[src/rtl/pipe_mux_n.sv]
// ============================================================================
//  Module      : pipe_mux_n
//  Description : N-to-1 channel select feeding a two-entry skid buffer with
//                registered in_ready and a saturating bad-select counter.
//  Revision    : 1.0 - initial release
// ============================================================================
`default_nettype none

module pipe_mux_n #(
    parameter int WIDTH = 32,
    parameter int N     = 4,
    parameter int SEL_W = $clog2(N)
) (
    input  logic               clk,
    input  logic               rst,
    input  logic [N*WIDTH-1:0] in_data,
    input  logic [SEL_W-1:0]   in_sel,
    input  logic               in_valid,
    output logic               in_ready,
    input  logic               flush,
    output logic [WIDTH-1:0]   out_data,
    output logic               out_sel_err,
    output logic               out_valid,
    input  logic               out_ready,
    output logic [7:0]         err_cnt
);

    localparam bit c_N_IS_POW2 = ((N & (N - 1)) == 0);

    typedef enum logic [1:0] {
        ST_EMPTY = 2'd0,
        ST_ONE   = 2'd1,
        ST_TWO   = 2'd2
    } state_t;

    state_t           r_state;
    state_t           w_state_nxt;
    logic [WIDTH-1:0] r_main_data;
    logic [WIDTH-1:0] r_skid_data;
    logic             r_main_err;
    logic             r_skid_err;
    logic             r_in_ready;
    logic [7:0]       r_err_cnt;

    logic [WIDTH-1:0] w_sel_data;
    logic             w_sel_err;
    logic             w_accept;
    logic             w_drain;
    logic             w_load_main;
    logic             w_load_skid;
    logic             w_skid_to_main;

    // Out-of-range selects fall back to channel 0.
    always_comb begin
        w_sel_data = in_data[WIDTH-1:0];
        for (int k = 1; k < N; k++) begin
            if (in_sel == SEL_W'(k)) begin
                w_sel_data = in_data[k*WIDTH +: WIDTH];
            end
        end
    end

    if (c_N_IS_POW2) begin : g_sel_pow2
        assign w_sel_err = 1'b0;
    end else begin : g_sel_range
        assign w_sel_err = ({{(32-SEL_W){1'b0}}, in_sel} >= 32'(N));
    end

    assign w_accept = in_valid && r_in_ready;
    assign w_drain  = out_valid && out_ready;

    always_comb begin
        w_state_nxt    = r_state;
        w_load_main    = 1'b0;
        w_load_skid    = 1'b0;
        w_skid_to_main = 1'b0;
        case (r_state)
            ST_EMPTY: begin
                if (w_accept) begin
                    w_state_nxt = ST_ONE;
                    w_load_main = 1'b1;
                end
            end
            ST_ONE: begin
                if (w_accept && !w_drain) begin
                    w_state_nxt = ST_TWO;
                    w_load_skid = 1'b1;
                end else if (!w_accept && w_drain) begin
                    w_state_nxt = ST_EMPTY;
                end else if (w_accept && w_drain) begin
                    w_load_main = 1'b1;
                end
            end
            ST_TWO: begin
                if (w_drain) begin
                    w_state_nxt    = ST_ONE;
                    w_skid_to_main = 1'b1;
                end
            end
            default: begin
                w_state_nxt = ST_EMPTY;
            end
        endcase
        if (flush) begin
            w_state_nxt    = ST_EMPTY;
            w_load_main    = 1'b0;
            w_load_skid    = 1'b0;
            w_skid_to_main = 1'b0;
        end
    end

    always_ff @(posedge clk) begin
        if (rst) begin
            r_state     <= ST_EMPTY;
            r_in_ready  <= 1'b1;
            r_main_data <= '0;
            r_main_err  <= 1'b0;
            r_skid_data <= '0;
            r_skid_err  <= 1'b0;
            r_err_cnt   <= 8'd0;
        end else begin
            r_state    <= w_state_nxt;
            // Ready is derived from the next state so it never waits on out_ready.
            r_in_ready <= (w_state_nxt != ST_TWO);
            if (w_load_main) begin
                r_main_data <= w_sel_data;
                r_main_err  <= w_sel_err;
            end else if (w_skid_to_main) begin
                r_main_data <= r_skid_data;
                r_main_err  <= r_skid_err;
            end
            if (w_load_skid) begin
                r_skid_data <= w_sel_data;
                r_skid_err  <= w_sel_err;
            end
            if (w_accept && w_sel_err && (r_err_cnt != 8'hFF)) begin
                r_err_cnt <= r_err_cnt + 8'd1;
            end
        end
    end

    assign in_ready    = r_in_ready;
    assign out_valid   = (r_state != ST_EMPTY);
    assign out_data    = r_main_data;
    assign out_sel_err = r_main_err;
    assign err_cnt     = r_err_cnt;

endmodule

`default_nettype wire

[config.mk]
export PLATFORM = sky130hd
export DESIGN_NAME = pipe_mux_n
export DESIGN_NICKNAME = d
export VERILOG_FILES = /design/src/rtl/pipe_mux_n.sv
export SDC_FILE = /design/constraint.sdc
export NUM_CORES = 1
export LEC_CHECK = 0
export BUFFER_PORTS_ARGS = -buffer_cell sky130_fd_sc_hd__buf_2
export CAP_MARGIN = 20
export CORE_MARGIN = 2
export CORE_UTILIZATION = 42
export CTS_CLUSTER_DIAMETER = 120
export DETAILED_ROUTE_END_ITERATION = 12
export GPL_ROUTABILITY_DRIVEN = 1
export PLACE_DENSITY = 0.82
export SETUP_SLACK_MARGIN = 0.05
export SYNTH_ARGS = -nofsm -noshare
export SYNTH_HDL_FRONTEND = slang
export SYNTH_SLANG_ARGS = --single-unit
[constraint.sdc]
create_clock -name clk -period 1.4 [get_ports clk]
set_input_delay 0 -clock clk [delete_from_list [all_inputs] [get_ports clk]]
set_output_delay 0 -clock clk [all_outputs]
set_load 0.005 [all_outputs]
After elaboration in Yosys (flattened, before gate mapping)
Index checks and enable logic that the tools add are counted.
- bits in registers: 67
- input bits: 135
- output and inout port bits: 43
- word-level logic and storage cells: 43
- eq/ne operators: 6
- multiplexer cells: 23
- reductions and logical operators: 10
- operator list (operator ; count):
    two-way mux 32 bit ; 5
    two-way mux 1 bit ; 11
    two-way mux 2 bit ; 5
    == test 2 bit, second input constant ; 3
    one-hot mux 2 bit (3 select lines) ; 1
    logical AND 1 bit ; 5
    == test 2 x 1 -> 1 bit, second input constant ; 2
    nonzero test 2 bit ; 2
    zero test 1 bit ; 2
    zero test 2 bit ; 1
    != test 2 bit, second input constant ; 1
    one-hot mux 1 bit (2 select lines) ; 1

Logic depth before layout (Yosys ltp)
Gate-level depths: netlist of run 1.
- word-level depth: 9
- gate-level depth with buffers: 7

Least setup slack after synthesis of run 1
No wires, ideal clock.
- path kind: register to register
- start: register r_state[1]
- end: register r_skid_data[30]
- setup time: 0.133 ns
- arrival: 1.214 ns
- path slack: 0.053 ns
- cell stages (with the launch flop): 8
- cells stage by stage: dfxtp_1 and4bb_1 buf_4 nor2b_1 buf_2 buf_6 nand2_1 a21oi_1
- cells in the longest elaborated chain, start to end: 7
- elaborated cells between the ends (all ways): 8
- ends and longest elaborated chain (item ; RTL line ; RTL):
    start, declared ; 36 ; state_t r_state;
    start signal, assigned ; 122 ; r_state <= w_state_nxt;
    nonzero test 2 bit ; 143 ; assign out_valid = (r_state != ST_EMPTY);
    logical AND 1 bit ; 70 ; assign w_drain = out_valid && out_ready;
    zero test 1 bit ; 85 ; if (w_accept && !w_drain) begin
    logical AND 1 bit ; 85 ;
    two-way mux 1 bit ; 85 ;
    two-way mux 1 bit (*) ; 77 ; case (r_state)
    two-way mux 1 bit (*) ; 104 ; if (flush) begin
    end signal, assigned ; 133 ; r_skid_data <= w_sel_data;
    end, declared ; 39 ; logic [WIDTH-1:0] r_skid_data;
Mark *: on every way between the ends. The rest lies on a longest branch, timed or not.
A chain may end at the register's enable or synchronous reset.

Worst setup path in the final report of run 1
- start: register r_state[1]
- end: register r_main_data[7], in the netlist out_data[7]
- cells in the longest elaborated chain, start to end: 9
- elaborated cells between the ends (all ways): 19
- ends and longest elaborated chain (item ; RTL line ; RTL):
    nonzero test 2 bit ; 143 ;
    logical AND 1 bit ; 70 ;
    logical AND 1 bit ; 90 ; end else if (w_accept && w_drain) begin
    two-way mux 1 bit ; 90 ;
    two-way mux 1 bit ; 88 ; end else if (!w_accept && w_drain) begin
    two-way mux 1 bit ; 85 ;
    one-hot mux 1 bit (2 select lines) ; 77 ;
    two-way mux 1 bit ; 104 ;
    two-way mux 32 bit or nonzero test 2 bit (tied branches) ; -- ;
    end signal, assigned ; 126 ; r_main_data <= w_sel_data;
    end signal, assigned ; 129 ; r_main_data <= r_skid_data;
    end, declared ; 38 ; logic [WIDTH-1:0] r_main_data;
Several ways; a longest one is shown, not always the timed one.

==> results by stage, run 1 <==
Setup path:
- Traced cell by cell, the critical path runs through nand4b_1 -> a31oi_4 -> buf_6 -> buf_12 -> nor2_1 -> a311oi_1.
- The data required time of the worst path is 1620 ps.
- The worst register-to-register path has a setup slack of -190 ps.
- The worst register-to-register path begins at r_state[1].
- In this run the worst path has a maximum fanout of 12.
- The highest cell delay on the worst timing path is 360 ps.
- The setup path with the least slack is of type flip-flop to flip-flop.
- The type of element capturing the critical path is a flip-flop.
- In this run the worst setup path begins at r_state[1].
- At the worst endpoint, the arrival time is 1810 ps.
- Measured in cells, the most critical reg-to-reg path has a length of 6.
- The worst setup path is launched from a flip-flop.
- The destination of the worst register-to-register timing path is out_data[7].
- The critical-path cell with the highest stage delay is sky130_fd_sc_hd__dfxtp_4.

STA:
- Setup repair after global routing could not meet its margin everywhere.
- Of the available clock period, the critical path in the final layout requires 113.2%.
- Once routing completed, OpenROAD measured the worst setup slack at -185.0 ps.
- The setup skew after layout is 10.55 ps.
- For this run, the top clock speed supported by timing is 630.9 MHz.
- The shortest period the worst path allows is 1585 ps.
- The final setup TNS is -2982 ps.
- The final hold violation count came to 0.
- The total of endpoints with negative setup slack in the final report is 39.
- The number of pins exceeding their max-slew limit in the final report is 0.

Yosys:
- The number of flip-flops and latches in the synthesized netlist is 67.
- Synthesis produced 382 cells.
- The Yosys step of the flow raised 0 warnings.
- The average cell area after synthesis is 9.397 um2.
- Yosys attributes the largest share of cell area to sky130_fd_sc_hd__dfxtp_1 (37%), sky130_fd_sc_hd__mux4_2 (20%), sky130_fd_sc_hd__nand2_1 (9.3%).
- The number of different library cells used by synthesis comes to 28.
- The area of the mapped netlist is 3590 um2.
- The cell type with the highest aggregate area in the netlist is sky130_fd_sc_hd__dfxtp_1.
- For this run, the register share of the synthesized area comes to 37.36%.
- The area share of the largest cell type after synthesis is 37.36%.

Cells and area:
- The layout overhead on the synthesized area is 42.07%.
- The finished layout holds 671 standard cells, fillers aside.
- The post-route netlist has 49.12% of its cells at a drive strength greater than 1.
- After the last flow step, the layout net total stands at 696.
- The count of inserted antenna diode cells is 0.

CTS:
- The clock latency of the later-clocked register in the worst-skew pair is 340 ps.
- The clock tree root buffer cell is sky130_fd_sc_hd__clkbuf_8.
- The clock sink count is 67.
- The CTS tree is built.
- The TritonCTS buffer count is 9.
- The H-tree was split into 3 levels.
- Clock-pin slew was measured on the worst setup and hold paths at 80 ps.
- The longest clock path from root to sink contains 2 buffers.

Floorplan:
- The x dimension of the die is 96.45 um.
- The starting density of the core is 43.47%.
- The initialized floorplan defines 33 standard-cell rows.
- The core footprint is 8258 um2.
- The die area is 9303 um2.
- In this run the count of I/O pins placed on the die edge is 178.
- In this run the vertical extent of the chip is 96.45 um.

Global routing:
- The number of global-route vias before repair is 3787.
- Global routing consumed, over all layers together, 24.69% of the routing resources.
- Entering global routing, the biggest net connects 37 pins.
- The first global-routing pass estimated 17.46 mm of wire.
- The total global routing overflow is 0.
- The number of antenna violations at the first check in global routing is 0.

Pwr:
- The clock share of power is 34.2%.
- Power spread over the standard cell area amounts to 907.4 nW/um2.
- The register share of total power is 43.9%.
- Of the total power, combinational logic draws 21.9%.
- The power dissipated by switching net loads is 0.001219 W.
- The leakage power summed over all cells is 2.083 nW.
- The maximum resistive drop on vdd is 553.9 uV.
- Net switching is 26.33% of the power.
- The cell-internal power is 0.003409 W.

Routing:
- In the final routed layout, each cell accounts on average for 16.39 um.
- The routed layout has 3683 vias.
- After detailed routing, the number of remaining DRC violations is 0.
- After detailed routing, the met2 layer carries 5.757 mm of wire.
- The remaining antenna violation count after routing is 0.
- Wire segments on met3 add up to 825 um in the final route.
- The number of iterations in the first detailed-routing pass is 4.
- The detailed router finished its first iteration with 169 violations.
- The met1 wire length is 4.136 mm.
- After detailed routing, the total wire length is 11.00 mm.
- The ratio of routed vias to standard cells is 5.489.
- The detailed router used layers up to and including met4.

Min path:
- The number of instances on the worst hold path is 3.
- The worst hold path terminates at r_state[0].
- The worst hold path begins at in_valid.
- The tightest min-delay check is of the input port to flip-flop type.

Run status:
- The flow ran to the end, but the final reports show violations.
- The checks that failed: negative setup slack.

Place:
- The post-detailed-placement half-perimeter wirelength is 7.351 mm.
- At the end of routability-driven placement, the weighted congestion stood at 0.7607.
- Input and output buffers added on the ports amount to 168.
- The number of placed instances, taps included, is 640.

Flow run:
- The tool flagged a number of max-cap violations equal to 0.
==> routing by layer <==
metal	up-vias	global-route usage [%]
met5	-	0
met4	0	12.09
met3	29	5.275
met2	175	43.34
met1	1747	28.50
li1	1732	-
==> synthesized netlist by cell type (all sizes together) <==
| master | n |
|---|---|
| a211oi | 8 |
| a21oi | 33 |
| a311oi | 25 |
| a31oi | 1 |
| and3 | 1 |
| and4bb | 1 |
| buf | 39 |
| clkbuf | 7 |
| conb | 1 |
| dfxtp | 67 |
| mux2i | 9 |
| mux4 | 32 |
| nand2 | 90 |
| nand2b | 2 |
| nand3 | 24 |
| nand3b | 1 |
| nand4b | 1 |
| nand4bb | 1 |
| nor2 | 33 |
| nor2b | 1 |
| nor4 | 1 |
| nor4bb | 1 |
| o21bai | 1 |
| or2 | 1 |
| or4 | 1 |
==> worst max-delay path, delay by kind of cell (launching register included) <==
| family | cells | cell delay [ps] |
|---|---|---|
| buffers and inverters | 2 | 260 |
| flip-flops | 1 | 360 |
| AO/OA/AOI/OAI | 2 | 570 |
| AND/OR/NAND/NOR | 2 | 270 |
==> power groups by stage <==
stage,logic (W),registers [W],clock network (W)
floorplan,0.000487,0.00208,0
global placement,0.000836,0.00207,0
detailed placement,0.000862,0.00207,0
CTS,0.00100,0.00203,0.00160
global route,0.00110,0.00204,0.00169
finish,0.00101,0.00203,0.00158
==> layout make-up <==
class / instances / area [um2]
clock buffer: 11 / 141.4
timing repair buffer: 206 / 1328
sequential: 67 / 1350
clock inverter: 5 / 52.55
tap: 105 / 131.4
fill: 707 / 3158
multi-input combinational: 277 / 2097
==> worst max-delay path by stage <==
stage                     slack [ps]  depth (start not counted)         endpoint
after floorplan                   50                          7  r_skid_data[30]
after global placement           -20                          5     out_data[18]
after detailed placement        -140                          5     out_data[28]
after CTS                       -100                          6     out_data[28]
after global routing            -240                          6      out_data[7]
final                           -190                          6      out_data[7]
==> timing repair <==
item,4_1_cts,5_1_grt
pin swaps,25,9
buffers inserted,10,1
hold endpoints to repair,3,0
endpoints found under the setup margin,65,66
hold buffers,3,0
gates cloned,4,0
gates resized for setup,28,13
==> sequential cells by signal, summed over array words and instances, names as in the netlist <==
signal / cells
r_skid_data: 32
in_ready: 1
r_state: 2
out_data: 32
==> metrics by stage <==
step	power (W)	hold WS (ps)	setup slack (ps)	util [%]	area, um2
floorplan	0.002564	72.14	53.00	-	3620
global placement	0.002906	219.6	-20.83	55.30	4567
detailed placement	0.002934	222.7	-135.3	55.30	4567
CTS	0.004636	22.51	-102.2	61.42	5072
global route	0.004827	55.01	-239.1	61.76	5100
finish	0.004628	50.19	-185.0	61.76	5100
==> cell families (layout without fill, tap and decap cells) <==
kind of cell / count (synthesis) / in the layout / synth area share (%)
mux: 41 / 41 / 22.59
other cells: 1 / 9 / 0.1045
buf+inv: 46 / 222 / 8.261
simple gates: 159 / 159 / 18.93
flops: 67 / 67 / 37.37
compound gates: 68 / 68 / 12.76
==> placed cells by master (no fill, tap or decap), drive strengths merged, types with 2 or more instances in the layout <==
cell type / n
nand2b: 2
clkbuf: 11
a311oi: 25
dlygate4sd3: 3
mux4: 32
nor2: 33
nand2: 90
a21oi: 33
nand3: 24
clkinv: 3
a211oi: 8
conb: 9
dfxtp: 67
buf: 203
mux2i: 9
(Power assumes the default switching activity.)
==> run 2: changes to the inputs <==
ABC_AREA = 1   (was not set)
CORE_UTILIZATION = 43   (was 42)
==> results by stage, run 2 <==
CTS:
- The CTS tree is built.
- The clock sink count is 67 (unchanged).
- The TritonCTS buffer count is 9 (unchanged).
- The cell sitting at the root of the clock tree is a sky130_fd_sc_hd__clkbuf_8.
- The maximum level of the CTS H-tree is 3 (unchanged).
- The number of buffers on the longest clock path is 2 (unchanged).
- The clock latency of the later-clocked register in the worst-skew pair is 350 ps (about the same).
- The CTS clock-pin slew for the worst setup and hold paths came to 70 ps (about the same).

Floorplan:
- The core footprint is 9153 um2 (+11%).
- The x dimension of the die is 100.9 um (+4.6%).
- The die area is 10170 um2 (+9.4%).
- The die height was 100.9 um (+4.6%).
- The starting density of the core is 44.09% (+0.62 points).
- The cell row count is 35 (+6.1%).
- The number of top-level design ports is 178 (unchanged).

Routing:
- The remaining antenna violation count after routing is 0 (unchanged).
- The total DRC errors in the routed layout came to 0 (unchanged).
- The routed wire length per instance is 13.98 um (-15%).
- The initial detailed-routing violation count is 313 (+85%).
- The wire length after detailed routing is 13.98 mm (+27%).
- The number of iterations in the first detailed-routing pass is 6 (+2).
- The vias after detailed routing is 5061 (+37%).
- The ratio of routed vias to standard cells came to 5.061 (-7.8%).

Global routing:
- The global-route met1 utilization is 32.36% (+3.9 points).
- The largest net degree at the start of global routing is 33 (-11%).
- The global routing usage summed across all routing layers is 25.37% (+0.67 points).
- The global-route wire length before repair is 20.42 mm (+17%).
- The number of antenna violations at the first check in global routing is 0 (unchanged).
- The met2 global-route usage is 41.18% (-2.2 points).
- The met3 usage is 5.617% (+0.34 points).
- The total global routing overflow is 0 (unchanged).
- met2 is the most crowded layer.
- The number of global-route vias before repair is 4431 (+17%).

STA:
- The shortest period the worst path allows is 1415 ps (-169.9 ps).
- Setup repair after global routing could not meet its margin everywhere.
- The final clock period utilization by the worst path came to 101.1% (-12 points).
- The total of endpoints with negative setup slack in the final report is 1 (-97%).
- The final setup slack of the worst path is -15.14 ps (+169.9 ps).
- The maximum frequency from static timing analysis was 706.6 MHz (+12%).
- The final hold violation count is 1 (+1).
- The setup skew after layout was 8.653 ps (-1.895 ps).
- The worst hold-check slack was -5.139 ps (-55.33 ps).
- The number of pins exceeding their max-slew limit in the final report is 0 (unchanged).

Yosys:
- The portion of the post-synthesis area used by sequential elements is 33.24% (-4.1 points).
- The number of flip-flops and latches in the synthesized netlist came to 67 (unchanged).
- The most used flip-flop cell after synthesis is sky130_fd_sc_hd__dfxtp_1.
- The xor and xnor area share after synthesis is 0% (unchanged).
- The share of synthesized area spent on multiplexers is 0% (-23 points).
- Yosys attributes the largest share of cell area to sky130_fd_sc_hd__dfxtp_1 (33%), sky130_fd_sc_hd__nand2_1 (17%), sky130_fd_sc_hd__inv_1 (11%).
- The count of different cell masters after synthesis came to 20 (-29%).
- The average cell area after synthesis is 5.891 um2 (-37%).
- The fraction of the mapped netlist area in adder cells is 0% (unchanged).
- The fraction of registers with async set/reset is 0% (unchanged).
- The compound-gate portion of the synthesized area was 20.19% (+7.4 points).
- The number of warning messages in the yosys log is 0 (unchanged).
- The simple-gate portion of the synthesized area is 28.59% (+9.7 points).
- sky130_fd_sc_hd__dfxtp_1 takes more of the synthesized area than any other cell.
- After synthesis, the largest family of logic cells by area is simple AND/OR/NAND/NOR gates.
- The cell with the most instances after synthesis is sky130_fd_sc_hd__nand2_1.
- The synthesized instance count is 685 (+79%).
- The area share of the largest cell type after synthesis is 33.24% (-4.1 points).
- The area of the mapped netlist was 4035 um2 (+12%).
- By count the netlist is led by sky130_fd_sc_hd__nand2_1 (185), sky130_fd_sc_hd__inv_1 (119), sky130_fd_sc_hd__o21ai_0 (77).
- The number of flops mapped to enable cells by yosys is 0 (unchanged).

Setup path:
- The type of element capturing the critical path is a flip-flop.
- The worst register-to-register path begins at in_ready.
- The data required time of the worst path is 1640 ps (+20 ps).
- The arrival time at the worst endpoint was 1650 ps (-160 ps).
- The critical path is of the input port to flip-flop type.
- The largest fanout on the critical path is 7 (-5).
- The critical path startpoint is out_ready.
- The worst setup path is launched from an input port.

Cells and area:
- The fraction of final layout cells with drive strength greater than 1 is 27.33% (-22 points).
- The count of inserted antenna diode cells is 0 (unchanged).
- In the layout the commonest cells are sky130_fd_sc_hd__nand2_1 (181), sky130_fd_sc_hd__buf_2 (168), sky130_fd_sc_hd__inv_1 (117).
- The most common cell after layout, fill and taps aside is sky130_fd_sc_hd__nand2_1.
- The number of nets at the end of the flow was 1020 (+47%).
- The final cell count without fillers is 1000 (+49%).
- The final design utilization is 63.83% (+2.1 points).
- The area growth from synthesis to layout is 44.78%.
- The final-layout fill cell count is 823 (+16%).

Place:
- The number of I/O port buffers was 168 (unchanged).
- The routability-driven placement congestion ratio is 0.8514 (+12%).
- The post-detailed-placement half-perimeter wirelength is 9.134 mm (+24%).
- The worst setup slack after placement is 54.95 ps (+190.3 ps).
- The instance count after placement with tap cells included is 950 (+48%).

Min path:
- The startpoint identified for the worst hold timing path is in_data[127].
- The classification of the worst-slack hold path is input port to flip-flop.

Run status:
- The checks that failed: negative hold slack, negative setup slack.
- The flow ran to the end, but the final reports show violations.

Pwr:
- The maximum resistive drop on vdd is 462.4 uV (-17%).
- The total power density per cell area is 833.8 nW/um2 (-8.1%).
- The leakage power summed over all cells came to 3.247 nW (+56%).
- The total power consumption of the routed design is 0.004871 W (+5.3%).

Flow run:
- The number of max-cap violations was 0 (unchanged).
-- run 2: logic make-up (layout without fill, tap and decap cells) --
logic type	count (synthesis)	after routing
AOI/OAI and AO/OA	162	162
DFF	67	67
other	1	9
buffers and inverters	173	369
and+or+nand+nor	282	282
-- run 2: metal layers --
layer  wire [um]  up-vias
met5           0        -
met4         378        0
met3        1079       37
met2        6804      253
met1        5716     2255
li1            -     2516
-- run 2: critical path: stages --
cell                            delay, ps
sky130_fd_sc_hd__dlygate4sd3_1        530
sky130_fd_sc_hd__buf_2                120
sky130_fd_sc_hd__inv_1                120
sky130_fd_sc_hd__nand2_2              100
sky130_fd_sc_hd__inv_2                100
sky130_fd_sc_hd__nand3_4              100
sky130_fd_sc_hd__buf_12               160
sky130_fd_sc_hd__clkbuf_16            150
sky130_fd_sc_hd__o21ai_0              200
sky130_fd_sc_hd__inv_1                 70
-- run 2: worst paths after layout --
path	cells after the start	slack (ps)	end
max	10	-20	r_skid_data[4]
min	5	-5	r_skid_data[31]
max reg2reg	7	10	r_skid_data[4]
min reg2reg	2	530	out_data[25]
-- run 2: cell type report --
cell class	count	area (um2)	area share (%)
multi-input combinational	453	2078	35.58
timing repair buffer	230	1593	27.26
sequential	67	1348	23.07
inverter	124	471.7	8.075
clock buffer	14	182.7	3.127
tap	111	138.9	2.377
clock inverter	1	30.03	0.5140
-- run 2: timing repair --
action / CTS / global route
cloned: 0 / 6
pin swaps: 1 / 4
hold endpoints to repair: 25 / 0
buffers inserted: 0 / 5
setup endpoints to repair: 9 / 62
resized for setup: 2 / 41
hold buffers: 25 / 0
-- run 2: power breakdown --
part	internal, W	leakage, nW	total (W)	switching (W)
Clock	0.00101	0.109	0.00174	0.000732
Sequential	0.00198	0.547	0.00202	0.0000416
Combinational	0.000505	2.59	0.00110	0.000599
-- run 2: through the flow --
step,cell area [um2],setup TNS (ps)
finish,5842,-15.14
global route,5842,-851.0
CTS,5574,0
detailed placement,5104,0
global placement,5104,0
floorplan,4065,0
